## src/rtl/uart_cmd_decoder_pkg.sv

```systemverilog
// Shared opcodes, response codes and FSM state encoding for the UART command decoder.
package uart_cmd_pkg;

   localparam logic [7:0] OP_WRITE = 8'h57;
   localparam logic [7:0] OP_READ  = 8'h52;

   localparam logic [7:0] RSP_OK   = 8'h4B;
   localparam logic [7:0] RSP_DATA = 8'h44;
   localparam logic [7:0] RSP_ERR  = 8'h45;

   typedef enum logic [2:0] {
      ST_IDLE   = 3'd0,
      ST_ADDR   = 3'd1,
      ST_DATA   = 3'd2,
      ST_CSUM   = 3'd3,
      ST_EXEC   = 3'd4,
      ST_RDWAIT = 3'd5,
      ST_RESP   = 3'd6
   } state_e;

   function automatic logic is_opcode(input logic [7:0] b);
      return (b == OP_WRITE) || (b == OP_READ);
   endfunction

endpackage

```

## src/rtl/uart_cmd_decoder_if.sv

```systemverilog
// Byte stream, response strobe and register bus between the uart and the command decoder.
interface uart_cmd_decoder_if;

   logic [7:0] rx_data_i;
   logic       rx_ack_i;
   logic [7:0] tx_data_o;
   logic       tx_ack_o;
   logic [7:0] reg_addr_o;
   logic [7:0] reg_wdata_o;
   logic       reg_we_o;
   logic       reg_re_o;
   logic [7:0] reg_rdata_i;
   logic       busy_o;

   modport slave (
      input  rx_data_i, rx_ack_i, reg_rdata_i,
      output tx_data_o, tx_ack_o, reg_addr_o, reg_wdata_o, reg_we_o, reg_re_o, busy_o
   );

   modport master (
      output rx_data_i, rx_ack_i, reg_rdata_i,
      input  tx_data_o, tx_ack_o, reg_addr_o, reg_wdata_o, reg_we_o, reg_re_o, busy_o
   );

endinterface

```

## src/rtl/uart_cmd_decoder_tx_pacer.sv

```systemverilog
// uart_tx_pacer: 2-entry response byte queue; strobe the cycle after a push, then one per TX_GAP_CYCLES.
// No backpressure exists on the uart side, so spacing is enforced purely by the gap counter.
module uart_tx_pacer #(
   parameter int TX_GAP_CYCLES = 5000
) (
   input  logic       clk,
   input  logic       rst,
   input  logic       push_vld,
   input  logic       push_two,
   input  logic [7:0] push_b0,
   input  logic [7:0] push_b1,
   output logic       tx_vld,
   output logic [7:0] tx_dat,
   output logic       idle
);

   localparam int GW = (TX_GAP_CYCLES > 1) ? $clog2(TX_GAP_CYCLES) : 1;
   localparam logic [GW-1:0] GAP_LOAD = GW'(TX_GAP_CYCLES - 1);

   logic [7:0]    q [2];
   logic [1:0]    q_cnt;
   logic [GW-1:0] gap_cnt;
   logic          gap_done;

   assign gap_done = (gap_cnt == '0);
   assign tx_vld   = (q_cnt != 2'd0) && gap_done;
   assign tx_dat   = q[0];
   assign idle     = (q_cnt == 2'd0) && gap_done;

   always_ff @(posedge clk or posedge rst) begin
      if (rst) begin
         q[0]    <= '0;
         q[1]    <= '0;
         q_cnt   <= '0;
         gap_cnt <= '0;
      end else begin
         if (tx_vld) begin
            gap_cnt <= GAP_LOAD;
         end else if (!gap_done) begin
            gap_cnt <= gap_cnt - 1'b1;
         end

         // The decoder only pushes while the pacer is idle, so a push never meets a pop.
         if (push_vld) begin
            q[0]  <= push_b0;
            q[1]  <= push_b1;
            q_cnt <= push_two ? 2'd2 : 2'd1;
         end else if (tx_vld) begin
            q[0]  <= q[1];
            q_cnt <= q_cnt - 1'b1;
         end
      end
   end

endmodule

```

## src/rtl/uart_cmd_decoder.sv

```systemverilog
// Checksummed 'W'/'R' packet decoder driving a single-cycle register bus and answering K/D/E.
// Bus strobe 1 cycle after a good csum; bytes arriving while executing or responding are dropped.
module uart_cmd_decoder
   import uart_cmd_pkg::*;
#(
   parameter int TIMEOUT_CYCLES = 5_000_000,
   parameter int TX_GAP_CYCLES  = 5000
) (
   input  logic                clk,
   input  logic                rst,
   uart_cmd_decoder_if.slave   bus
);

   localparam logic [2:0] S_IDLE   = ST_IDLE;
   localparam logic [2:0] S_ADDR   = ST_ADDR;
   localparam logic [2:0] S_DATA   = ST_DATA;
   localparam logic [2:0] S_CSUM   = ST_CSUM;
   localparam logic [2:0] S_EXEC   = ST_EXEC;
   localparam logic [2:0] S_RDWAIT = ST_RDWAIT;
   localparam logic [2:0] S_RESP   = ST_RESP;

   localparam int TW = (TIMEOUT_CYCLES > 1) ? $clog2(TIMEOUT_CYCLES) : 1;
   localparam logic [TW-1:0] TMO_LAST = TW'(TIMEOUT_CYCLES - 1);

   logic [2:0]    state;
   logic          is_write;
   logic [7:0]    csum_acc;
   logic [TW-1:0] tmo_cnt;
   logic          tmo_exp;
   logic          in_pkt;
   logic [7:0]    reg_addr;
   logic [7:0]    reg_wdata;
   logic          reg_we;
   logic          reg_re;

   logic          push_vld;
   logic          push_two;
   logic [7:0]    push_b0;
   logic [7:0]    push_b1;
   logic          tx_vld;
   logic [7:0]    tx_dat;
   logic          tx_idle;

   assign in_pkt  = (state == S_ADDR) || (state == S_DATA) || (state == S_CSUM);
   assign tmo_exp = (tmo_cnt == TMO_LAST);

   // Response bytes are handed to the pacer in the same cycle the decision is made.
   always_comb begin
      push_vld = 1'b0;
      push_two = 1'b0;
      push_b0  = RSP_ERR;
      push_b1  = bus.reg_rdata_i;
      case (state)
         S_IDLE: begin
            if (bus.rx_ack_i && !is_opcode(bus.rx_data_i)) begin
               push_vld = 1'b1;
            end
         end
         S_CSUM: begin
            if (bus.rx_ack_i && (bus.rx_data_i != csum_acc)) begin
               push_vld = 1'b1;
            end
         end
         S_EXEC: begin
            if (is_write) begin
               push_vld = 1'b1;
               push_b0  = RSP_OK;
            end
         end
         S_RDWAIT: begin
            push_vld = 1'b1;
            push_two = 1'b1;
            push_b0  = RSP_DATA;
         end
         default: ;
      endcase
   end

   always_ff @(posedge clk or posedge rst) begin
      if (rst) begin
         state     <= S_IDLE;
         is_write  <= 1'b0;
         csum_acc  <= '0;
         tmo_cnt   <= '0;
         reg_addr  <= '0;
         reg_wdata <= '0;
         reg_we    <= 1'b0;
         reg_re    <= 1'b0;
      end else begin
         reg_we <= 1'b0;
         reg_re <= 1'b0;

         if (!in_pkt || bus.rx_ack_i) begin
            tmo_cnt <= '0;
         end else begin
            tmo_cnt <= tmo_cnt + 1'b1;
         end

         case (state)
            S_IDLE: begin
               if (bus.rx_ack_i) begin
                  if (is_opcode(bus.rx_data_i)) begin
                     is_write <= (bus.rx_data_i == OP_WRITE);
                     csum_acc <= bus.rx_data_i;
                     state    <= S_ADDR;
                  end else begin
                     state    <= S_RESP;
                  end
               end
            end
            S_ADDR: begin
               if (bus.rx_ack_i) begin
                  reg_addr <= bus.rx_data_i;
                  csum_acc <= csum_acc ^ bus.rx_data_i;
                  state    <= is_write ? S_DATA : S_CSUM;
               end else if (tmo_exp) begin
                  state    <= S_IDLE;
               end
            end
            S_DATA: begin
               if (bus.rx_ack_i) begin
                  reg_wdata <= bus.rx_data_i;
                  csum_acc  <= csum_acc ^ bus.rx_data_i;
                  state     <= S_CSUM;
               end else if (tmo_exp) begin
                  state     <= S_IDLE;
               end
            end
            S_CSUM: begin
               if (bus.rx_ack_i) begin
                  if (bus.rx_data_i == csum_acc) begin
                     reg_we <= is_write;
                     reg_re <= !is_write;
                     state  <= S_EXEC;
                  end else begin
                     state  <= S_RESP;
                  end
               end else if (tmo_exp) begin
                  state <= S_IDLE;
               end
            end
            S_EXEC:   state <= is_write ? S_RESP : S_RDWAIT;
            S_RDWAIT: state <= S_RESP;
            S_RESP: begin
               if (tx_idle) begin
                  state <= S_IDLE;
               end
            end
            default:  state <= S_IDLE;
         endcase
      end
   end

   uart_tx_pacer #(
      .TX_GAP_CYCLES (TX_GAP_CYCLES)
   ) u_pacer (
      .clk      (clk),
      .rst      (rst),
      .push_vld (push_vld),
      .push_two (push_two),
      .push_b0  (push_b0),
      .push_b1  (push_b1),
      .tx_vld   (tx_vld),
      .tx_dat   (tx_dat),
      .idle     (tx_idle)
   );

   assign bus.tx_ack_o    = tx_vld;
   assign bus.tx_data_o   = tx_dat;
   assign bus.reg_addr_o  = reg_addr;
   assign bus.reg_wdata_o = reg_wdata;
   assign bus.reg_we_o    = reg_we;
   assign bus.reg_re_o    = reg_re;
   assign bus.busy_o      = (state != S_IDLE);

endmodule
```

## src/flat_wrapper.sv

```systemverilog
// flat-port wrapper written by rule: the top's interface ports become plain ports
module uart_cmd_decoder_flat import uart_cmd_pkg::*;
#(
   parameter int TIMEOUT_CYCLES = 5_000_000,
   parameter int TX_GAP_CYCLES  = 5000
)
  (clk, rst, bus_rx_data_i, bus_rx_ack_i, bus_reg_rdata_i, bus_tx_data_o, bus_tx_ack_o, bus_reg_addr_o, bus_reg_wdata_o, bus_reg_we_o, bus_reg_re_o, bus_busy_o);
  uart_cmd_decoder_if bus_i ();
  input  logic clk;
  input  logic rst;
  input wire logic [$bits(bus_i.rx_data_i)-1:0] bus_rx_data_i;
  input wire logic [$bits(bus_i.rx_ack_i)-1:0] bus_rx_ack_i;
  input wire logic [$bits(bus_i.reg_rdata_i)-1:0] bus_reg_rdata_i;
  output wire logic [$bits(bus_i.tx_data_o)-1:0] bus_tx_data_o;
  output wire logic [$bits(bus_i.tx_ack_o)-1:0] bus_tx_ack_o;
  output wire logic [$bits(bus_i.reg_addr_o)-1:0] bus_reg_addr_o;
  output wire logic [$bits(bus_i.reg_wdata_o)-1:0] bus_reg_wdata_o;
  output wire logic [$bits(bus_i.reg_we_o)-1:0] bus_reg_we_o;
  output wire logic [$bits(bus_i.reg_re_o)-1:0] bus_reg_re_o;
  output wire logic [$bits(bus_i.busy_o)-1:0] bus_busy_o;
  assign bus_i.rx_data_i = bus_rx_data_i;
  assign bus_i.rx_ack_i = bus_rx_ack_i;
  assign bus_i.reg_rdata_i = bus_reg_rdata_i;
  assign bus_tx_data_o = bus_i.tx_data_o;
  assign bus_tx_ack_o = bus_i.tx_ack_o;
  assign bus_reg_addr_o = bus_i.reg_addr_o;
  assign bus_reg_wdata_o = bus_i.reg_wdata_o;
  assign bus_reg_we_o = bus_i.reg_we_o;
  assign bus_reg_re_o = bus_i.reg_re_o;
  assign bus_busy_o = bus_i.busy_o;
  uart_cmd_decoder #(.TIMEOUT_CYCLES(TIMEOUT_CYCLES), .TX_GAP_CYCLES(TX_GAP_CYCLES)) u_core (.clk(clk), .rst(rst), .bus(bus_i));
endmodule
```

## config.mk

```make
export PLATFORM = sky130hd
export DESIGN_NAME = uart_cmd_decoder_flat
export DESIGN_NICKNAME = d
export VERILOG_FILES = /design/src/rtl/uart_cmd_decoder_pkg.sv /design/src/rtl/uart_cmd_decoder_if.sv /design/src/rtl/uart_cmd_decoder_tx_pacer.sv /design/src/rtl/uart_cmd_decoder.sv /design/src/flat_wrapper.sv
export SDC_FILE = /design/constraint.sdc
export NUM_CORES = 1
export LEC_CHECK = 0
export BUFFER_PORTS_ARGS = -buffer_cell sky130_fd_sc_hd__buf_2
export CORE_MARGIN = 3
export CORE_UTILIZATION = 65
export CTS_BUF_LIST = sky130_fd_sc_hd__clkbuf_2 sky130_fd_sc_hd__clkbuf_4 sky130_fd_sc_hd__clkbuf_8
export DETAILED_ROUTE_END_ITERATION = 10
export PLACE_DENSITY = 0.87
export SLEW_MARGIN = 20
export SYNTH_ARGS = -nofsm -noshare
export SYNTH_HDL_FRONTEND = slang
export SYNTH_SLANG_ARGS = --single-unit
```

## constraint.sdc

```tcl
create_clock -name clk -period 8.1 [get_ports clk]
set_input_delay 1.215 -clock clk [delete_from_list [all_inputs] [get_ports clk]]
set_output_delay 1.215 -clock clk [all_outputs]
set_load 0.01 [all_outputs]
```

; Word level (Yosys, flattened, before mapping)
; Index checks and enable logic that the tools add are counted.
[word_totals]
word_cells = 92
input_bits = 19
register_bits = 84
[classes]
bitwise_logic = 1
n_reduce_logical = 24
mux = 36
n_addsub = 3
n_eq_ne = 16
[op_table]
columns = cell, n
row1 = 8-bit two-way mux, 5
row2 = 8-bit one-hot mux with 2 select lines, 2
row3 = 13-bit two-way mux, 2
row4 = "23-bit by 1-bit adder with 23-bit output, second input constant", 1
row5 = "23-bit equality test, second input constant", 1
row6 = 23-bit two-way mux, 1
row7 = 3-bit two-way mux, 7
row8 = 3-bit one-hot mux with 7 select lines, 1
row9 = "8-bit by 7-bit equality test with 1-bit output, second input constant", 2
row10 = 13-bit zero test, 1
row11 = "13-bit by 1-bit subtractor with 13-bit output, second input constant", 1
row12 = 1-bit two-way mux, 11
row13 = 2-bit two-way mux, 5
row14 = "3-bit equality test, second input constant", 3
row15 = 8-bit equality test, 1
row16 = 8-bit != test, 1
row17 = 8-bit XOR, 1
row18 = "3-bit by 2-bit equality test with 1-bit output, second input constant", 2
row19 = "2-bit by 1-bit != test with 1-bit output, second input constant", 3
row20 = 2-bit AND reduction, 3
row21 = 2-bit nonzero test, 3
row22 = 1-bit logical AND, 4
row23 = 1-bit logical OR, 4
row24 = 4-bit two-way mux, 1
row25 = 11 further kinds, 14

; Depth between registers and ports, before layout
[depth]
ltp_word = 7
ltp_mapped = 10
mapped_depth_nobuf = 7

; Modules after synthesis
; Synthesis repeated with hierarchy kept, for this count alone.
[hier_totals]
cells_unflattened = 407
area_unflattened_um2 = 4369.2
[modules_own_cells]
columns = module, seq_area_each_um2, n_inst, area_per_inst_um2, cells_each
row1 = uart_cmd_decoder, 1326.3, 1, 2808.9, 277
row2 = uart_tx_pacer, 775.7, 1, 1560.2, 130

; Worst setup path before layout
; No wires, ideal clock.
[synth_timing]
path_kind = register to output
from = register u_core.u_pacer.gap_cnt[8]
to = output port bus_tx_ack_o
arrival_ns = 1.737
stages_incl_launch_ff = 4
path_slack_ns = 5.148
cell_sequence = dfrtp_1 or4_1 or2_2 nor4_1
[synth_between]
elab_chain_cells = 2
[synth_lines]
columns = element, line_no
row1 = from (decl), uart_cmd_decoder_tx_pacer.sv:22  ; logic [GW-1:0] gap_cnt;
row2 = from (signal assigned), uart_cmd_decoder_tx_pacer.sv:40  ; gap_cnt <= gap_cnt - 1'b1;
row3 = 13-bit zero test, uart_cmd_decoder_tx_pacer.sv:25  ; assign gap_done = (gap_cnt == '0);
row4 = 1-bit logical AND, uart_cmd_decoder_tx_pacer.sv:26  ; assign tx_vld = (q_cnt != 2'd0) && gap_done;
row5 = to (decl), flat_wrapper.sv:15  ; output wire logic [$bits(bus_i.tx_ack_o)-1:0] bus_tx_ack_o;
; No other way between the ends.

; Worst setup path in the final report
; Same ends and word-level chain as after synthesis.

==> flow_summary.json <==
{
  "status": "finished clean",
  "hold_buffers": 0,
  "fp.dieH_um": 85.3,
  "ys_seq_area_share_pct": 51.4,
  "worst_pin_slew_ps": 995,
  "grt_pass1_wl_mm": 13.5,
  "clock-root-buffer": "clkbuf_8",
  "cts_resized": 0,
  "yosys_warnings": 0,
  "grt_antenna_before_repair": 0,
  "peakVddDrop_uv": 216,
  "cts.htree.levels": 3,
  "synth_flop_cell": "dfrtp_1",
  "dieArea_um2": 7280,
  "drt-initial-drc-count": 182,
  "p_leak_nw": 2.01,
  "fillCellCount": 430,
  "post_drt_wl_per_cell_um": 15.7,
  "finalHoldViolations": 0,
  "die_x_um": 85.3,
  "fin_tns_setup_ps": 0,
  "synthAdderAreaFrac_pct": 0.918,
  "post_cts_buffers": 0,
  "synth_xor_area_share_pct": 8.14,
  "worst-setup-path-type": "reg2out",
  "setup_viol": 0,
  "rsz0062_at_grt": "false",
  "synth_seq_cells": 84,
  "period_minus_slack_ps": 3390,
  "postRouteWirelength_mm": 7.94,
  "timing.final.crit_share_pct": 41.8,
  "initial_core_util_pct": 68.3,
  "timing.fmax_mhz": 295,
  "drive_gt1_share_pct": 22.3,
  "avgSynthCellArea_um2": 10.5,
  "io_buffers": 46,
  "drc": 0,
  "synth_compound_area_share_pct": 7.22,
  "synth.area.mux_share_pct": 9.36,
  "syn_area_um2": 4090,
  "cp.arrival_ps": 2170,
  "n_antenna_cell": 0,
  "clkLatencyLatePin_ps": 360,
  "area_growth_pct": 9.76,
  "cts.clk_slew.worst_paths_ps": 90,
  "required_ps": 6880,
  "drv_slew": 0,
  "io_pins": 47,
  "synth_simple_gate_area_share_pct": 18.3,
  "grt_pass1_vias": 2889,
  "critical_path_peak_fanout": 6,
  "firstDrtPassIters": 4,
  "cts_buffers": 9,
  "clkSinkCount": 84,
  "path_cells": "or4_1 -> or2_2 -> nor4_1 -> buf_2",
  "syn_nets": 412,
  "ys_types": 48,
  "vias": 2972,
  "dp_hpwl_mm": 5.19,
  "slowest_delay_ps": 620,
  "worst_hold_slack_ps": 474,
  "antenna_left": 0,
  "drt-vias-per-instance": 5.89,
  "hp-class": "reg2reg",
  "startpoint_type": "flip-flop",
  "slew_headroom_pct": 33.1,
  "cp-end-kind": "output port",
  "synth_edf_count": 0,
  "synth_top_family_by_area": "simple AND/OR/NAND/NOR gates",
  "syn_inst": 390,
  "place_congestion": 0.851,
  "cts_tree": "done",
  "maxCapViolations": 0,
  "slowest_stage": "or4_1",
  "final_common_cell": "dfrtp_1",
  "fp-row-count": 28,
  "powerDensity_nw_per_um2": 289,
  "finClkSkew_ps": 10.9,
  "grt.total_usage_pct": 23.3,
  "grt_max_degree": 85,
  "coreArea_um2": 5990,
  "ys_async_sr_fraction_pct": 100,
  "overflow": 0,
  "layout.nets": 447,
  "cts_buffer_depth": 2,
  "final_cell_mix": "dfrtp_1 (84), nor2_1 (47), buf_2 (46), mux2_2 (26)"
}
## power breakdown
group | internal (mW) | total, mW | switching (mW)
clock | 0.144 | 0.301 | 0.157
sequential | 0.522 | 0.607 | 0.0848
combinational | 0.187 | 0.389 | 0.202
## through the flow
step	instance area [um2]	power (mW)	setup WS, ps	instances	util, %
floorplan	4090	0.895	4720	390	-
global placement	4290	0.977	5000	489	71.6
detailed placement	4290	1.00	4850	489	71.6
CTS	4490	1.31	4690	505	74.9
global route	4490	1.38	4540	505	74.9
finish	4490	1.30	4710	505	74.9
## cells in the mapped netlist, types with 2 or more instances
master / n / area share [%]
or4_1: 2 / 0.37
nand4_1: 13 / 2.0
nor3_1: 7 / 0.86
a21o_1: 4 / 0.73
o21a_1: 2 / 0.37
and4_1: 2 / 0.43
buf_2: 2 / 0.24
nor3b_1: 2 / 0.37
or3_1: 3 / 0.46
nand3_1: 17 / 2.1
mux2_2: 26 / 7.2
inv_1: 13 / 1.2
xor2_1: 21 / 4.5
nand2b_1: 5 / 0.76
ha_1: 3 / 0.92
xnor2_1: 17 / 3.6
mux2i_1: 9 / 2.2
nor4b_1: 4 / 0.86
buf_4: 8 / 1.5
and3_1: 4 / 0.61
nand2_1: 21 / 1.9
o31ai_1: 2 / 0.37
or2_2: 2 / 0.31
dfrtp_1: 84 / 51
o211ai_1: 2 / 0.37
nor2_1: 47 / 4.3
and2_1: 2 / 0.31
nor2b_1: 4 / 0.61
clkbuf_1: 11 / 1.0
o21ai_0: 20 / 2.4
a21oi_1: 9 / 1.1
nor4_1: 6 / 0.92
## worst paths after layout
path | startpoint | to | slack, ps | cells past startpoint
max | u_core.u_pacer.gap_cnt[8] | bus_tx_ack_o | 4710 | 4
min in group asynchronous | rst | u_core.u_pacer.gap_cnt[2] | 1030 | 3
max in group asynchronous | rst | u_core.csum_acc[7] | 6540 | 3
min | u_core.u_pacer.gap_cnt[11] | u_core.u_pacer.gap_cnt[11] | 470 | 1
max reg2reg | u_core.u_pacer.gap_cnt[0] | u_core.state[2] | 5480 | 6
min reg2reg | u_core.u_pacer.gap_cnt[11] | u_core.u_pacer.gap_cnt[11] | 470 | 1
## sequential cells by signal (all words and copies together) (netlist names), 2 cells and up
register / flops
u_core.bus.reg_wdata_o: 8
u_core.u_pacer.tx_dat: 8
u_core.u_pacer.q: 8
u_core.csum_acc: 8
u_core.bus.reg_addr_o: 8
u_core.tmo_cnt: 23
u_core.state: 3
u_core.u_pacer.q_cnt: 2
u_core.u_pacer.gap_cnt: 13
## logic make-up (layout without fill, tap and decap cells)
group | after synthesis | count (layout)
adders and majority gates | 3 | 3
buffers and inverters | 37 | 77
DFF | 84 | 84
xor gates and xnor gates | 38 | 38
AOI/OAI and AO/OA | 48 | 48
and+or+nand+nor | 145 | 145
muxes | 35 | 35
## final cells by class
type / count / area, um2 / area share (%)
inverter: 13 / 50.0 / 1.11
timing repair buffer: 48 / 249 / 5.55
clock inverter: 7 / 73.8 / 1.64
sequential: 84 / 2100 / 46.8
tap: 75 / 93.8 / 2.09
clock buffer: 9 / 124 / 2.76
multi-input combinational: 269 / 1800 / 40.0
## worst max-delay path: cells and delay by family, from the launching register on
kind | cells | cell delay [ps]
flip-flops | 1 | 430
AND/OR/NAND/NOR | 3 | 1200
buffers and inverters | 1 | 180
## layer usage
metal | up-vias | GRT usage (%) | wire, um
met4 | 0 | 11.1 | 178
met3 | 17 | 4.47 | 376
met2 | 73 | 37.4 | 3860
met5 | - | 0 | 0
met1 | 1459 | 30.6 | 3520
li1 | 1423 | - | -
No activity file was read; power rests on OpenSTA's default activity.
